--- src/rtl/ct_mmu_sram_acc_ctrl.sv ---
// Access controller in front of the 256x84 JTLB entry SRAM: zeroing sweeps
// (after reset and on invalidate-all), masked writes and single-outstanding reads.
module ct_mmu_sram_acc_ctrl #(
    parameter int ADDR_WIDTH = 8,
    parameter int DATA_WIDTH = 84
) (
    input  logic                  forever_cpuclk,
    input  logic                  cpurst_b,
    input  logic                  inv_all_req,
    output logic                  inv_all_done,
    input  logic                  wr_vld,
    input  logic [ADDR_WIDTH-1:0] wr_addr,
    input  logic [DATA_WIDTH-1:0] wr_data,
    input  logic [DATA_WIDTH-1:0] wr_mask,
    output logic                  wr_rdy,
    input  logic                  rd_vld,
    input  logic [ADDR_WIDTH-1:0] rd_addr,
    output logic                  rd_rdy,
    output logic                  rsp_vld,
    output logic [DATA_WIDTH-1:0] rsp_data,
    input  logic                  rsp_rdy,
    output logic [ADDR_WIDTH-1:0] sram_a,
    output logic                  sram_cen,
    output logic                  sram_gwen,
    output logic [DATA_WIDTH-1:0] sram_wen,
    output logic [DATA_WIDTH-1:0] sram_d,
    input  logic [DATA_WIDTH-1:0] sram_q
);

    typedef enum logic [1:0] {
        INIT = 2'd0,
        IDLE = 2'd1,
        INV  = 2'd2
    } state_t;

    state_t                  state_reg;
    logic [ADDR_WIDTH-1:0]   cnt_reg;
    logic                    rd_inflight_reg;
    logic                    rsp_vld_reg;
    logic [DATA_WIDTH-1:0]   rsp_data_reg;
    logic                    done_reg;

    logic sweeping;
    logic idle_open;
    logic wr_go;
    logic rd_go;

    // Reset is qualified here too so the SRAM stays quiet while cpurst_b is low.
    assign sweeping  = cpurst_b & (state_reg != IDLE);
    assign idle_open = cpurst_b & (state_reg == IDLE) & ~inv_all_req;

    assign wr_rdy = idle_open;
    assign rd_rdy = idle_open & ~wr_vld & ~rd_inflight_reg & (~rsp_vld_reg | rsp_rdy);
    assign wr_go  = wr_vld & wr_rdy;
    assign rd_go  = rd_vld & rd_rdy;

    assign inv_all_done = done_reg;
    assign rsp_vld      = rsp_vld_reg;
    assign rsp_data     = rsp_data_reg;

    always_comb begin
        sram_cen  = 1'b1;
        sram_gwen = 1'b1;
        sram_wen  = '1;
        sram_a    = '0;
        sram_d    = '0;
        if (sweeping) begin
            sram_cen  = 1'b0;
            sram_gwen = 1'b0;
            sram_wen  = '0;
            sram_a    = cnt_reg;
        end else if (wr_go) begin
            sram_cen  = 1'b0;
            sram_gwen = 1'b0;
            sram_wen  = ~wr_mask;
            sram_a    = wr_addr;
            sram_d    = wr_data;
        end else if (rd_go) begin
            sram_cen  = 1'b0;
            sram_a    = rd_addr;
        end
    end

    always_ff @(posedge forever_cpuclk) begin
        if (!cpurst_b) begin
            state_reg       <= INIT;
            cnt_reg         <= '0;
            rd_inflight_reg <= 1'b0;
            rsp_vld_reg     <= 1'b0;
            rsp_data_reg    <= '0;
            done_reg        <= 1'b0;
        end else begin
            done_reg <= 1'b0;
            case (state_reg)
                INIT, INV: begin
                    if (cnt_reg == {ADDR_WIDTH{1'b1}}) begin
                        state_reg <= IDLE;
                        cnt_reg   <= '0;
                        done_reg  <= 1'b1;
                    end else begin
                        cnt_reg <= cnt_reg + 1'b1;
                    end
                end
                IDLE: begin
                    if (inv_all_req) begin
                        state_reg <= INV;
                    end
                end
                default: state_reg <= INIT;
            endcase

            rd_inflight_reg <= rd_go;
            // The response slot is free whenever a read is in flight, so loading wins.
            if (rd_inflight_reg) begin
                rsp_vld_reg  <= 1'b1;
                rsp_data_reg <= sram_q;
            end else if (rsp_vld_reg && rsp_rdy) begin
                rsp_vld_reg <= 1'b0;
            end
        end
    end

endmodule

--- config.mk ---
export PLATFORM = sky130hd
export DESIGN_NAME = ct_mmu_sram_acc_ctrl
export DESIGN_NICKNAME = d
export VERILOG_FILES = /design/src/rtl/ct_mmu_sram_acc_ctrl.sv
export SDC_FILE = /design/constraint.sdc
export NUM_CORES = 1
export LEC_CHECK = 0
export BUFFER_PORTS_ARGS = -buffer_cell sky130_fd_sc_hd__buf_2
export CAP_MARGIN = 10
export CORE_AREA = 2 2 207 209
export DETAILED_ROUTE_END_ITERATION = 8
export DIE_AREA = 0 0 209 211
export PLACE_DENSITY = 0.39
export SYNTH_ARGS = -nofsm -noshare
export SYNTH_HDL_FRONTEND = slang
export SYNTH_SLANG_ARGS = --single-unit
--- constraint.sdc ---
create_clock -name forever_cpuclk -period 2.18 [get_ports forever_cpuclk]
set_input_delay 0.436 -clock forever_cpuclk [delete_from_list [all_inputs] [get_ports forever_cpuclk]]
set_output_delay 0.436 -clock forever_cpuclk [all_outputs]
set_load 0.005 [all_outputs]
======== Yosys cells after proc, flatten, opt, wreduce, memory -nomap -nowiden ========
Index checks and enable logic that the tools add are counted.
storage, ports and cells
  register bits ........................... 97
  latch bits .............................. 0
  bits in writable memories ............... 0
  memory bits (read-only) ................. 0
  bits of input ports ..................... 274
  output and inout bits ................... 266
  memories kept ........................... 0
operators by class
  add/sub/neg operators ................... 1
  multipliers ............................. 0
  divide/modulo/power cells ............... 0
  order comparisons ....................... 0
  eq/ne operators ......................... 6
  shift operators ......................... 0
  muxes and demuxes ....................... 19
  bitwise gates (word level) .............. 14
  reduce and logical (&&, ||, !) cells .... 6
operators by type and width
  kind                 number
  $mux 84              4
  $not 84->84          1
  $mux 8               4
  $add 8x1->8 const B  1
  $and 1x1->1          8
  $eq 8x8->1 const B   1
  $mux 1               8
  $mux 2               2
  $ne 2x2->1 const B   2
  $not 1->1            4
  $pmux 2 s2           1
  $reduce_and 2->1     2
  $eq 2x1->1 const B   1
  $eq 2x2->1 const B   1
  $logic_not 2->1      1
  $ne 2x1->1 const B   1
  $reduce_bool 2->1    1
  $reduce_or 2->1      1
  $logic_and 1x1->1    1
  $or 1x1->1           1

======== Longest topological paths before layout ========
  depth in word-level cells ............... 10
  depth in mapped cells ................... 6

======== Worst setup path after synthesis ========
No wires, ideal clock.
  path type ............................... input to output
  start ................................... input port inv_all_req
  end ..................................... output port sram_a[0]
  data arrival time ....................... 1312 ps
  data required time ...................... 1744 ps
  setup slack ............................. 432 ps
  stages .................................. 3
  cell sequence ........................... and4bb_2 -> nand4_2 -> o32ai_1
on the way
  longest elaborated chain between the ends .. 9
  elaborated cells on any way between the ends .. 10
RTL lines
  what                      line  text
  start, declared           9     input logic inv_all_req,
  $not 1->1 *               50    assign idle_open = cpurst_b & (state_reg == IDLE) & ~inv_all_req;
  $and 1x1->1 *             50
  $and 1x1->1 (3 in a row)  53    assign rd_rdy = idle_open & ~wr_vld & ~rd_inflight_reg & (~rsp_vld_reg | rsp_rdy);
  $and 1x1->1               55    assign rd_go = rd_vld & rd_rdy;
  $mux 8                    78    end else if (rd_go) begin
  $mux 8 *                  72    end else if (wr_go) begin
  $mux 8 *                  67    if (sweeping) begin
  end, declared             22    output logic [ADDR_WIDTH-1:0] sram_a,
Mark *: on every way between the ends. The rest lies on a longest branch, timed or not.

======== Final worst setup path ========
  start ................................... register state_reg[1]
  end ..................................... output port sram_d[53]
on the way
  longest elaborated chain between the ends .. 6
  elaborated cells on any way between the ends .. 8
RTL lines
  what                      line  text
  start, declared           36    state_t state_reg;
  start signal, assigned    86    state_reg <= INIT;
  start signal, assigned    97    state_reg <= IDLE;
  start signal, assigned    106   state_reg <= INV;
  $eq 2x1->1                50
  $and 1x1->1 (2 in a row)  50
  $and 1x1->1               54    assign wr_go = wr_vld & wr_rdy;
  $mux 84                   72
  $mux 84 *                 67
  end, declared             26    output logic [DATA_WIDTH-1:0] sram_d,
Marked as above.

==> key figures <==
Status
  – Status: finished with violations
  – Failing checks: setup timing

Logic synthesis
  – Fraction of registers with async set/reset: 0%
  – Yosys warning count: 0
  – Netlist cell types: roughly 40
  – Commonest cells in the netlist: 97 x dfxtp_1, 90 x a21oi_1, 90 x nor2_1
  – Syn avg cell area: roughly 8.6 sq um
  – Area of the mapped netlist: around 0.005 sq mm
  – Synth area leader: dfxtp_1
  – Count leader, synth: dfxtp_1
  – Gate Count Post-Synth: between 500 and 600
  – Most used DFF post-synth: dfxtp_1
  – Register area share after synthesis: around two fifths
  – #FFs+latches synth: between 90 and 100
  – Synth area leaders: dfxtp_1 40%, mux2i_1 17%, and2_1 11%
  – Total nets after synthesis: roughly 840
  – Yosys top cell area share: 39.7%
  – Number of synthesized flops with an enable pin: 0

Timing
  – Setup-failing EPs final: just under 90
  – Worst slew pin tran: about 750 ps
  – Setup ws final: -63.1 ps
  – Min cycle time layout: roughly 2200 ps
  – Clock Skews: roughly 6 ps
  – RSZ-0062 raised after global routing: true
  – Max-slew violation count: 0
  – Fin crit share: 103%
  – Rel. slew slack: between 50% and 60%
  – Max Clk Rate: roughly 450 MHz
  – Count of final hold-check violations: 0

Setup path
  – Setup crit end kind: primary output
  – CP max stage delay: roughly 370 ps
  – CP required: around 1700 ps
  – Crit Path Category: flip-flop to primary output
  – Slowest CP cell: dfxtp_4
  – Startpoint types: flip-flop
  – Peak fanout along the critical path: 7
  – Worst-path cell chain: nand2b_4, nor4_4, buf_6, clkbuf_16, buf_8, and2_4, buf_6
  – Reg2reg start: cnt_reg[0]
  – Reg-to-Reg End: state_reg[0]
  – R2r setup slk: roughly 640 ps
  – CP endpoint: sram_d[53]
  – CP most frequent cell: buf_6
  – R2R cell count: 5
  – CP arrival: 1810 ps
  – Worst Setup SP: state_reg[1]

CTS
  – Clock sink total: 97
  – Clk slew on worst S/H paths: around 80 ps
  – Root Buffer Master: clkbuf_16
  – CTS Buf Count: 9
  – H-tree depth: 3
  – TritonCTS clock tree: yes
  – Worst skew pair latency: 370 ps
  – Clk buf depth: 2

Global route
  – Vias in the first global route: between 6000 and 7000
  – Initial antenna violation count: 24
  – Gr ovfl total: 0
  – Largest net degree at the start of global routing: 94
  – First-pass GRT wire length: around 40 mm
  – Aggregate global-route resource usage: 12.7%

Layout
  – Area of the multi-input gates: between 0.002 and 0.003 sq mm
  – Final #Nets: between 1000 and 1500
  – Fill count: 4731
  – Largest register FFs: 84
  – Sequential cell area: between 0.0015 and 0.002 sq mm
  – Proportion of layout cells with a drive suffix above 1: between 50% and 60%
  – Final core area utilization: between 20 and 25%
  – P&R area growth vs syn: 90.3%

Routing
  – Iter 0 DRT Violations: 253
  – Pre-antenna DRT Iters: 4
  – DR vias/cell: between 3 and 4
  – DRC violations left: 0
  – Wirelength, routed: around 30 mm
  – Routed len/inst: between 15 and 20 um
  – Via count: 6337
  – Antenna-violating nets left: 0

Placement
  – Gpl congestion: a little over 0.8
  – Dpl hpwl: 25.0 mm
  – Port Buffer Count: about 540

Floorplan
  – Starting Density: a little under an eighth
  – Die area: approximately 0.044 sq mm
  – Core Region: about 0.042 sq mm
  – Die height: 211 um
  – Top-Level Pins: between 500 and 600
  – Number of core rows: 75
  – Die Width: between 200 and 250 um

Pwr
  – VDD IR-drop max: between 0.3 and 0.4 mV
  – Power Total: between 0.004 and 0.005 W
  – Pwr/cell area: approximately 430 mW/mm^2
  – Pleak: roughly 4.5 nW

Worst hold path
  – HP Class: input pin to flip-flop
  – Hold path cells: 3

Flow run
  – Max Cap Viol: 0
==> cell type report <==
cell class / instances / share of cell area [%]
Inverter: 6 / 0.255
Tap cell: 539 / 7.25
Multi-Input combinational cell: 412 / 30.9
Sequential cell: 97 / 21.0
Clock inverter: 5 / 0.538
Timing Repair Buffer: 593 / 37.2
Clock buffer: 10 / 2.69
Antenna cell: 7 / 0.188
==> placed cells by master, fill, tap and decap left out, drive strengths merged, types with 2 or more instances in the layout <==
cell type / n
or3: 2
nand4: 2
clkinv: 4
diode: 7
clkbuf: 15
nor2: 90
o21ai: 4
mux2i: 85
xor2: 2
a21oi: 90
nand3: 2
and2: 84
nor2b: 2
o32ai: 7
nor3: 2
nand2b: 3
buf: 588
nor4: 2
a22oi: 8
o31ai: 7
nand2: 6
dfxtp: 97
inv: 6
==> worst min path at each step <==
stage,to,slack [ps],start
after floorplan,rsp_data[44],480,rsp_data[44]
after global placement,rsp_data[9],470,rsp_data[9]
after detailed placement,rsp_data[43],480,rsp_data[43]
after CTS,rsp_data[21],270,sram_q[21]
after global routing,rsp_data[5],280,sram_q[5]
final,rsp_data[21],290,sram_q[21]
==> through the flow <==
| step | std cells | worst slack, ps | setup TNS [ps] | hold slack, ps | area (sq um) |
|---|---|---|---|---|---|
| floorplan | 569 | 432 | 0 | 485 | 4890 |
| global placement | 1630 | -94.3 | -313 | 468 | 8360 |
| detailed placement | 1630 | -81.3 | -326 | 478 | 8360 |
| CTS | 1652 | -65.9 | -3670 | 266 | 8870 |
| global route | 1666 | -159 | -16290 | 284 | 9300 |
| finish | 1669 | -63.1 | -2210 | 293 | 9310 |
==> cell families (layout without fill, tap and decap cells) <==
| kind of cell | count (synthesis) | count (layout) | share of synthesized area (%) |
|---|---|---|---|
| buffers and inverters | 60 | 614 | 6.47 |
| and+or+nand+nor | 201 | 201 | 21.5 |
| AOI/OAI and AO/OA | 123 | 123 | 14.4 |
| xor gates and xnor gates | 2 | 2 | 0.358 |
| other | 0 | 7 | 0 |
| adders and majority gates | 1 | 1 | 0.256 |
| DFF | 97 | 97 | 39.7 |
| muxes | 85 | 85 | 17.4 |
==> report_power, final <==
group	internal, W	switching, W	leakage, nW
logic	0.000322	0.000294	3.62
registers	0.00177	0.0000122	0.784
clock network	0.000855	0.000778	0.143
==> metal layers <==
layer | global-route usage (%) | up-vias | wire length [um]
met2 | 19.3 | 310 | 13700
met4 | 5.10 | 20 | 799
met3 | 8.42 | 56 | 4530
li1 | - | 3058 | -
met5 | 0 | - | 118
met1 | 14.1 | 2893 | 11400
==> what timing repair did <==
item                                    in CTS  in global routing
endpoints found under the setup margin     163                164
setup buffers                                6                  7
resized for setup                           28                 64
hold buffers                                 0                  0
gates cloned                                 1                  6
pin swaps                                   10                 14
==> critical path: cells and delay by family (launching register included) <==
family,cells,cell delay [ps]
DFF,1,370
buffers and inverters,4,540
and+or+nand+nor,3,530
(Power assumes the default switching activity.)
